[src/rtl/rv_int_ctrl_pkg.sv]
// Shared types and constants for the rv_int_ctrl trap/interrupt controller.
package rv_int_ctrl_pkg;

  localparam int unsigned NUM_SRC = 4;
  localparam int unsigned IDX_W   = 2;
  localparam int unsigned XLEN    = 32;

  typedef enum logic [1:0] {
    ST_IDLE    = 2'd0,
    ST_REQ     = 2'd1,
    ST_SERVICE = 2'd2
  } state_e;

  localparam logic [XLEN-1:0] CAUSE_ILL      = 32'h0000_0002;
  localparam logic [XLEN-1:0] CAUSE_ECALL    = 32'h0000_000B;
  localparam logic [XLEN-1:0] CAUSE_IRQ_BASE = 32'h8000_0010;

  localparam logic [XLEN-1:0] VEC_ILL        = 32'h0000_0004;
  localparam logic [XLEN-1:0] VEC_ECALL      = 32'h0000_0008;
  localparam logic [XLEN-1:0] VEC_IRQ_COMMON = 32'h0000_000C;
  localparam logic [XLEN-1:0] VEC_IRQ_BASE   = 32'h0000_0010;

endpackage

[src/rtl/rv_int_ctrl_if.sv]
// Trap request bus between the interrupt controller and the PC unit.
interface rv_int_ctrl_if;

  logic        trap_valid;
  logic        trap_ready;
  logic [31:0] trap_vector;
  logic [31:0] trap_cause;
  logic [31:0] epc;

  modport master (
    output trap_valid,
    output trap_vector,
    output trap_cause,
    output epc,
    input  trap_ready
  );

  modport slave (
    input  trap_valid,
    input  trap_vector,
    input  trap_cause,
    input  epc,
    output trap_ready
  );

endinterface

[src/rtl/rv_int_ctrl_prio.sv]
// rv_int_prio: combinational fixed-priority encoder, lowest index wins.
module rv_int_prio
  import rv_int_ctrl_pkg::*;
(
  input  logic [NUM_SRC-1:0] req_i,
  output logic               gnt_valid_c_o,
  output logic [IDX_W-1:0]   gnt_idx_c_o
);

  // Scan from the top down so the lowest requesting index is the last writer.
  always_comb begin
    gnt_valid_c_o = 1'b0;
    gnt_idx_c_o   = '0;
    for (int i = NUM_SRC - 1; i >= 0; i--) begin
      if (req_i[i]) begin
        gnt_valid_c_o = 1'b1;
        gnt_idx_c_o   = IDX_W'(i);
      end
    end
  end

endmodule

[src/rtl/rv_int_ctrl.sv]
// rv_int_ctrl: trap/interrupt controller (IDLE -> REQ -> SERVICE).
// Build option: define RV_INT_VECTORED_EN for per-source interrupt vectors.
module rv_int_ctrl
  import rv_int_ctrl_pkg::*;
(
  input  logic                clk,
  input  logic                rstn,
  input  logic [NUM_SRC-1:0]  irq,
  input  logic                ecall,
  input  logic                ill_instr,
  input  logic                mret,
  input  logic [XLEN-1:0]     pc_next,
  input  logic                cfg_we,
  input  logic [4:0]          cfg_wdata,
  rv_int_ctrl_if.master       trap_if,
  output logic                in_service,
  output logic [NUM_SRC-1:0]  pending,
  output logic                drop_err
);

  state_e               state_q, state_d;
  logic [NUM_SRC-1:0]   irq_q, pending_q, pending_d, en_q, en_d, clr_mask;
  logic                 mie_q, mie_d, mpie_q, mpie_d, drop_q, drop_d;
  logic [XLEN-1:0]      epc_q, epc_d, cause_q, cause_d, vector_q, vector_d;
  logic [XLEN-1:0]      irq_vec;
  logic                 trap_valid_q, in_service_q;
  logic [NUM_SRC-1:0]   eligible;
  logic                 gnt_valid;
  logic [IDX_W-1:0]     gnt_idx;
  logic                 take;

  assign eligible = mie_q ? (pending_q & en_q) : '0;

  rv_int_prio u_prio (
    .req_i         (eligible),
    .gnt_valid_c_o (gnt_valid),
    .gnt_idx_c_o   (gnt_idx)
  );

  assign take = ill_instr | ecall | gnt_valid;

`ifdef RV_INT_VECTORED_EN
  assign irq_vec = VEC_IRQ_BASE + (XLEN'(gnt_idx) << 2);
`else
  assign irq_vec = VEC_IRQ_COMMON;
`endif

  // State register.
  always_ff @(posedge clk) begin
    if (!rstn) state_q <= ST_IDLE;
    else       state_q <= state_d;
  end

  // Next-state selection.
  always_comb begin
    state_d = state_q;
    case (state_q)
      ST_IDLE:    if (take)               state_d = ST_REQ;
      ST_REQ:     if (trap_if.trap_ready) state_d = ST_SERVICE;
      ST_SERVICE: if (mret)               state_d = ST_IDLE;
      default:                            state_d = ST_IDLE;
    endcase
  end

  // Datapath next values: trap capture, MIE/MPIE stack, pending, drop flag.
  always_comb begin
    epc_d    = epc_q;
    cause_d  = cause_q;
    vector_d = vector_q;
    mie_d    = mie_q;
    mpie_d   = mpie_q;
    drop_d   = drop_q;
    clr_mask = '0;
    en_d     = cfg_we ? cfg_wdata[NUM_SRC-1:0] : en_q;
    case (state_q)
      ST_IDLE: begin
        if (cfg_we) mie_d = cfg_wdata[4];
        if (ill_instr) begin
          epc_d    = pc_next;
          cause_d  = CAUSE_ILL;
          vector_d = VEC_ILL;
        end else if (ecall) begin
          epc_d    = pc_next;
          cause_d  = CAUSE_ECALL;
          vector_d = VEC_ECALL;
        end else if (gnt_valid) begin
          epc_d    = pc_next;
          cause_d  = CAUSE_IRQ_BASE + XLEN'(gnt_idx);
          vector_d = irq_vec;
          clr_mask = NUM_SRC'(1) << gnt_idx;
        end
      end
      ST_REQ: begin
        if (ecall || ill_instr) drop_d = 1'b1;
        if (cfg_we) mie_d = cfg_wdata[4];
        if (trap_if.trap_ready) begin
          mpie_d = mie_d;
          mie_d  = 1'b0;
        end
      end
      ST_SERVICE: begin
        if (ecall || ill_instr) drop_d = 1'b1;
        if (cfg_we) mpie_d = cfg_wdata[4];
        if (mret) mie_d = mpie_d;
      end
      default: ;
    endcase
    // A new edge wins over a same-cycle grant clear.
    pending_d = (pending_q & ~clr_mask) | (irq & ~irq_q);
  end

  // Datapath and registered outputs.
  always_ff @(posedge clk) begin
    if (!rstn) begin
      irq_q        <= '0;
      pending_q    <= '0;
      en_q         <= '0;
      mie_q        <= 1'b0;
      mpie_q       <= 1'b0;
      drop_q       <= 1'b0;
      epc_q        <= '0;
      cause_q      <= '0;
      vector_q     <= '0;
      trap_valid_q <= 1'b0;
      in_service_q <= 1'b0;
    end else begin
      irq_q        <= irq;
      pending_q    <= pending_d;
      en_q         <= en_d;
      mie_q        <= mie_d;
      mpie_q       <= mpie_d;
      drop_q       <= drop_d;
      epc_q        <= epc_d;
      cause_q      <= cause_d;
      vector_q     <= vector_d;
      trap_valid_q <= (state_d == ST_REQ);
      in_service_q <= (state_d == ST_SERVICE);
    end
  end

  assign trap_if.trap_valid  = trap_valid_q;
  assign trap_if.trap_vector = vector_q;
  assign trap_if.trap_cause  = cause_q;
  assign trap_if.epc         = epc_q;
  assign in_service          = in_service_q;
  assign pending             = pending_q;
  assign drop_err            = drop_q;

endmodule
[src/flat_wrapper.sv]
// flat-port wrapper written by rule: the top's interface ports become plain ports
module rv_int_ctrl_flat import rv_int_ctrl_pkg::*;
  (clk, rstn, irq, ecall, ill_instr, mret, pc_next, cfg_we, cfg_wdata, in_service, pending, drop_err, trap_if_trap_valid, trap_if_trap_vector, trap_if_trap_cause, trap_if_epc, trap_if_trap_ready);
  rv_int_ctrl_if trap_if_i ();
  input  logic clk;
  input  logic rstn;
  input  logic [NUM_SRC-1:0] irq;
  input  logic ecall;
  input  logic ill_instr;
  input  logic mret;
  input  logic [XLEN-1:0] pc_next;
  input  logic cfg_we;
  input  logic [4:0] cfg_wdata;
  output logic in_service;
  output logic [NUM_SRC-1:0] pending;
  output logic drop_err;
  output wire logic [$bits(trap_if_i.trap_valid)-1:0] trap_if_trap_valid;
  output wire logic [$bits(trap_if_i.trap_vector)-1:0] trap_if_trap_vector;
  output wire logic [$bits(trap_if_i.trap_cause)-1:0] trap_if_trap_cause;
  output wire logic [$bits(trap_if_i.epc)-1:0] trap_if_epc;
  input wire logic [$bits(trap_if_i.trap_ready)-1:0] trap_if_trap_ready;
  assign trap_if_trap_valid = trap_if_i.trap_valid;
  assign trap_if_trap_vector = trap_if_i.trap_vector;
  assign trap_if_trap_cause = trap_if_i.trap_cause;
  assign trap_if_epc = trap_if_i.epc;
  assign trap_if_i.trap_ready = trap_if_trap_ready;
  rv_int_ctrl u_core (.clk(clk), .rstn(rstn), .irq(irq), .ecall(ecall), .ill_instr(ill_instr), .mret(mret), .pc_next(pc_next), .cfg_we(cfg_we), .cfg_wdata(cfg_wdata), .trap_if(trap_if_i), .in_service(in_service), .pending(pending), .drop_err(drop_err));
endmodule
[config.mk]
export PLATFORM = sky130hd
export DESIGN_NAME = rv_int_ctrl_flat
export DESIGN_NICKNAME = d
export VERILOG_FILES = /design/src/rtl/rv_int_ctrl_pkg.sv /design/src/rtl/rv_int_ctrl_if.sv /design/src/rtl/rv_int_ctrl_prio.sv /design/src/rtl/rv_int_ctrl.sv /design/src/flat_wrapper.sv
export SDC_FILE = /design/constraint.sdc
export NUM_CORES = 1
export LEC_CHECK = 0
export BUFFER_PORTS_ARGS = -buffer_cell sky130_fd_sc_hd__buf_2
export CAP_MARGIN = 30
export CORE_MARGIN = 4
export CORE_UTILIZATION = 36
export DETAILED_ROUTE_END_ITERATION = 8
export GPL_TIMING_DRIVEN = 0
export PLACE_DENSITY = 0.66
export SETUP_SLACK_MARGIN = 0.02
export SYNTH_ARGS = -nofsm -noshare
export SYNTH_HDL_FRONTEND = slang
export SYNTH_SLANG_ARGS = --single-unit
[constraint.sdc]
create_clock -name clk -period 2.5 [get_ports clk]
set_input_delay 0.5 -clock clk [delete_from_list [all_inputs] [get_ports clk]]
set_output_delay 0.5 -clock clk [all_outputs]
set_load 0.005 [all_outputs]
==> flow_summary.json <==
{
  "start_util_pct": 37.1,
  "drive_above_1_share_pct": 35.4,
  "p_leak_uw": 0.00207,
  "post_drt_wl_per_cell_microns": 11.5,
  "mostFrequentLayoutCells": "buf_2 (91), nand2_1 (76), buf_4 (58)",
  "core_sq_um": 7730,
  "post-route-period-util_pct": 68.5,
  "rsz0062_at_grt": "false",
  "final_common_cell": "buf_2",
  "grt_max_degree": 11,
  "firstDrtPassIters": 4,
  "ctsHoldBuffers": 0,
  "max_freq_mhz": 584,
  "ir_drop_mv": 0.347,
  "arrival_ps": 1950,
  "hpwl_microns": 5360,
  "finalWirelength_microns": 6850,
  "antenna_cells": 0,
  "clockRootBuffer": "clkbuf_8",
  "seq_area_frac_synth_pct": 39.8,
  "finalSetupViolations": 0,
  "synthFlopType": "dfxtp_1",
  "crit_required_ps": 2740,
  "ioPinCount": 151,
  "cts_setup_buffers": 0,
  "async_flop_share_pct": 0,
  "die_y_microns": 97.3,
  "yosysUniqueCellTypes": 38,
  "nNetsFinal": 539,
  "clk_latency_ps": 330,
  "h-tree-depth": 3,
  "port_buffers": 91,
  "path_clk_slew_ps": 70,
  "maxCapViolations": 0,
  "avgSynthCellArea_sq_um": 8.72,
  "die-area_sq_um": 9460,
  "yosysTopAreaCellShare_pct": 39.8,
  "synth_edf_count": 0,
  "track_usage_pct": 14.4,
  "finalClockSkew_ps": 9.86,
  "synth-seq-cells": 57,
  "power_density_nw_per_um2": 639,
  "crit_type": "flip-flop to flip-flop",
  "outcome": "complete, no violations",
  "routed-via-count": 2463,
  "cts_resized": 0,
  "overflow": 0,
  "drt_iter0_markers": 94,
  "fin_util_pct": 50.2,
  "route.detailed.drc": 0,
  "cp-start-kind": "flip-flop",
  "antenna_found_initial": 0,
  "grt_pass1_wl_microns": 11300,
  "crit_fanout": 5,
  "post-route-min-period_ps": 1710,
  "setup_tns_ps": 0,
  "finalMaxSlewViolations": 0,
  "first_global_vias": 2400,
  "chipWidth_microns": 97.3,
  "rows": 32,
  "area_delta_synth_final_pct": 35.1,
  "crit_path_end_kind": "flip-flop",
  "ctsLongestPathBuffers": 2,
  "cts_tree": "yes",
  "cts_num_sinks": 57,
  "yosysTopAreaCell": "dfxtp_1",
  "syn_inst": 329,
  "hold_violations": 0,
  "yosysWarnings": 0,
  "hold_path.class": "input pin to flip-flop",
  "cts_buffers": 9,
  "antenna_left": 0,
  "r2r_slack_ps": 790,
  "synth.area.top_cells": "dfxtp_1 (40%), buf_4 (15%), mux2i_1 (14%)",
  "syn_area_sq_um": 2870,
  "globalplace.congestion": 0.781,
  "vias_per_cell": 4.15
}
==> cell type report <==
cell class / instances / area, sq um
Inverter: 6 / 22.5
Clock inverter: 2 / 35.0
Timing Repair Buffer: 91 / 455
Clock buffer: 13 / 179
Multi-Input combinational cell: 248 / 1390
Fill cell: 780 / 3850
Tap cell: 102 / 128
Buffer: 74 / 526
Sequential cell: 57 / 1140
==> worst paths after layout <==
check / from / end / cells after the start
max: u_core.state_q[0]$_SDFF_PN0_ / u_core.in_service$_SDFF_PN0_ / 6
min reg2reg: u_core.drop_err$_SDFFE_PN0P_ / u_core.drop_err$_SDFFE_PN0P_ / 2
min: irq[1] / u_core.irq_q[1]$_SDFF_PN0_ / 2
max reg2reg: u_core.state_q[0]$_SDFF_PN0_ / u_core.in_service$_SDFF_PN0_ / 6
==> layer usage <==
metal,global-route usage (%),routed length (microns),vias up
met4,5.75,98,0
met3,6.32,792,8
met1,16.6,2820,1072
li1,-,-,1279
met5,0,0,-
met2,23.5,3140,104
==> where the power goes <==
part | internal (uW) | leakage [uW] | switching, uW
logic | 265 | 0.00149 | 249
registers | 998 | 0.000471 | 51.5
clock network | 562 | 0.000112 | 350
==> metrics by stage <==
stage	hold slack, ps	total power (uW)	cells	setup WS, ps	cell area [sq um]
final	383	2480	593	787	3880
after global routing	389	2610	593	642	3880
after CTS	368	2510	593	802	3880
after detailed placement	438	1580	578	496	3660
after global placement	432	1570	578	512	3660
after floorplan	442	1410	385	999	3080
==> Yosys cell counts, types with 2 or more instances <==
cell type and instances:
nand2b_1 3, o21ai_0 10, clkbuf_1 12, inv_1 6
nor2_1 13, a22oi_2 2, nand3b_1 3, nor2b_1 4
buf_6 4, buf_4 58, mux2i_1 39, o22ai_1 2
and2_1 5, nand2_1 76, nor3_1 2, ha_1 4
o211ai_1 2, dfxtp_1 57, a21oi_1 7, a31oi_1 2
==> kinds of logic after synthesis <==
group	Yosys count	share of synthesized area [%]
flip-flops	57	39.8
other	1	0.131
AO/OA/AOI/OAI	35	8.07
adder cells (fa/ha/maj)	4	1.74
buffers and inverters	80	19.1
multiplexers	39	13.6
AND/OR/NAND/NOR	113	17.6
==> critical path, stage by stage (launching register included) <==
cell and delay, ps:
dfxtp_1 400, inv_1 90, ha_1 260, nor2b_1 180, nand2b_1 140, o21ai_0 280, nor4b_2 270
==> registers in the layout, summed over array words and instances, names as in the netlist <==
register and count:
u_core.trap_if.trap_cause 4, u_core.pending 4, u_core.state_q 2, u_core.irq_q 4, u_core.mie_q 1, u_core.mpie_q 1
u_core.trap_if.trap_vector 2, u_core.drop_err 1, u_core.trap_if.epc 32, u_core.trap_if.trap_valid 1, u_core.in_service 1, u_core.en_q 4
Note: power is estimated with default switching activity, not from simulation.
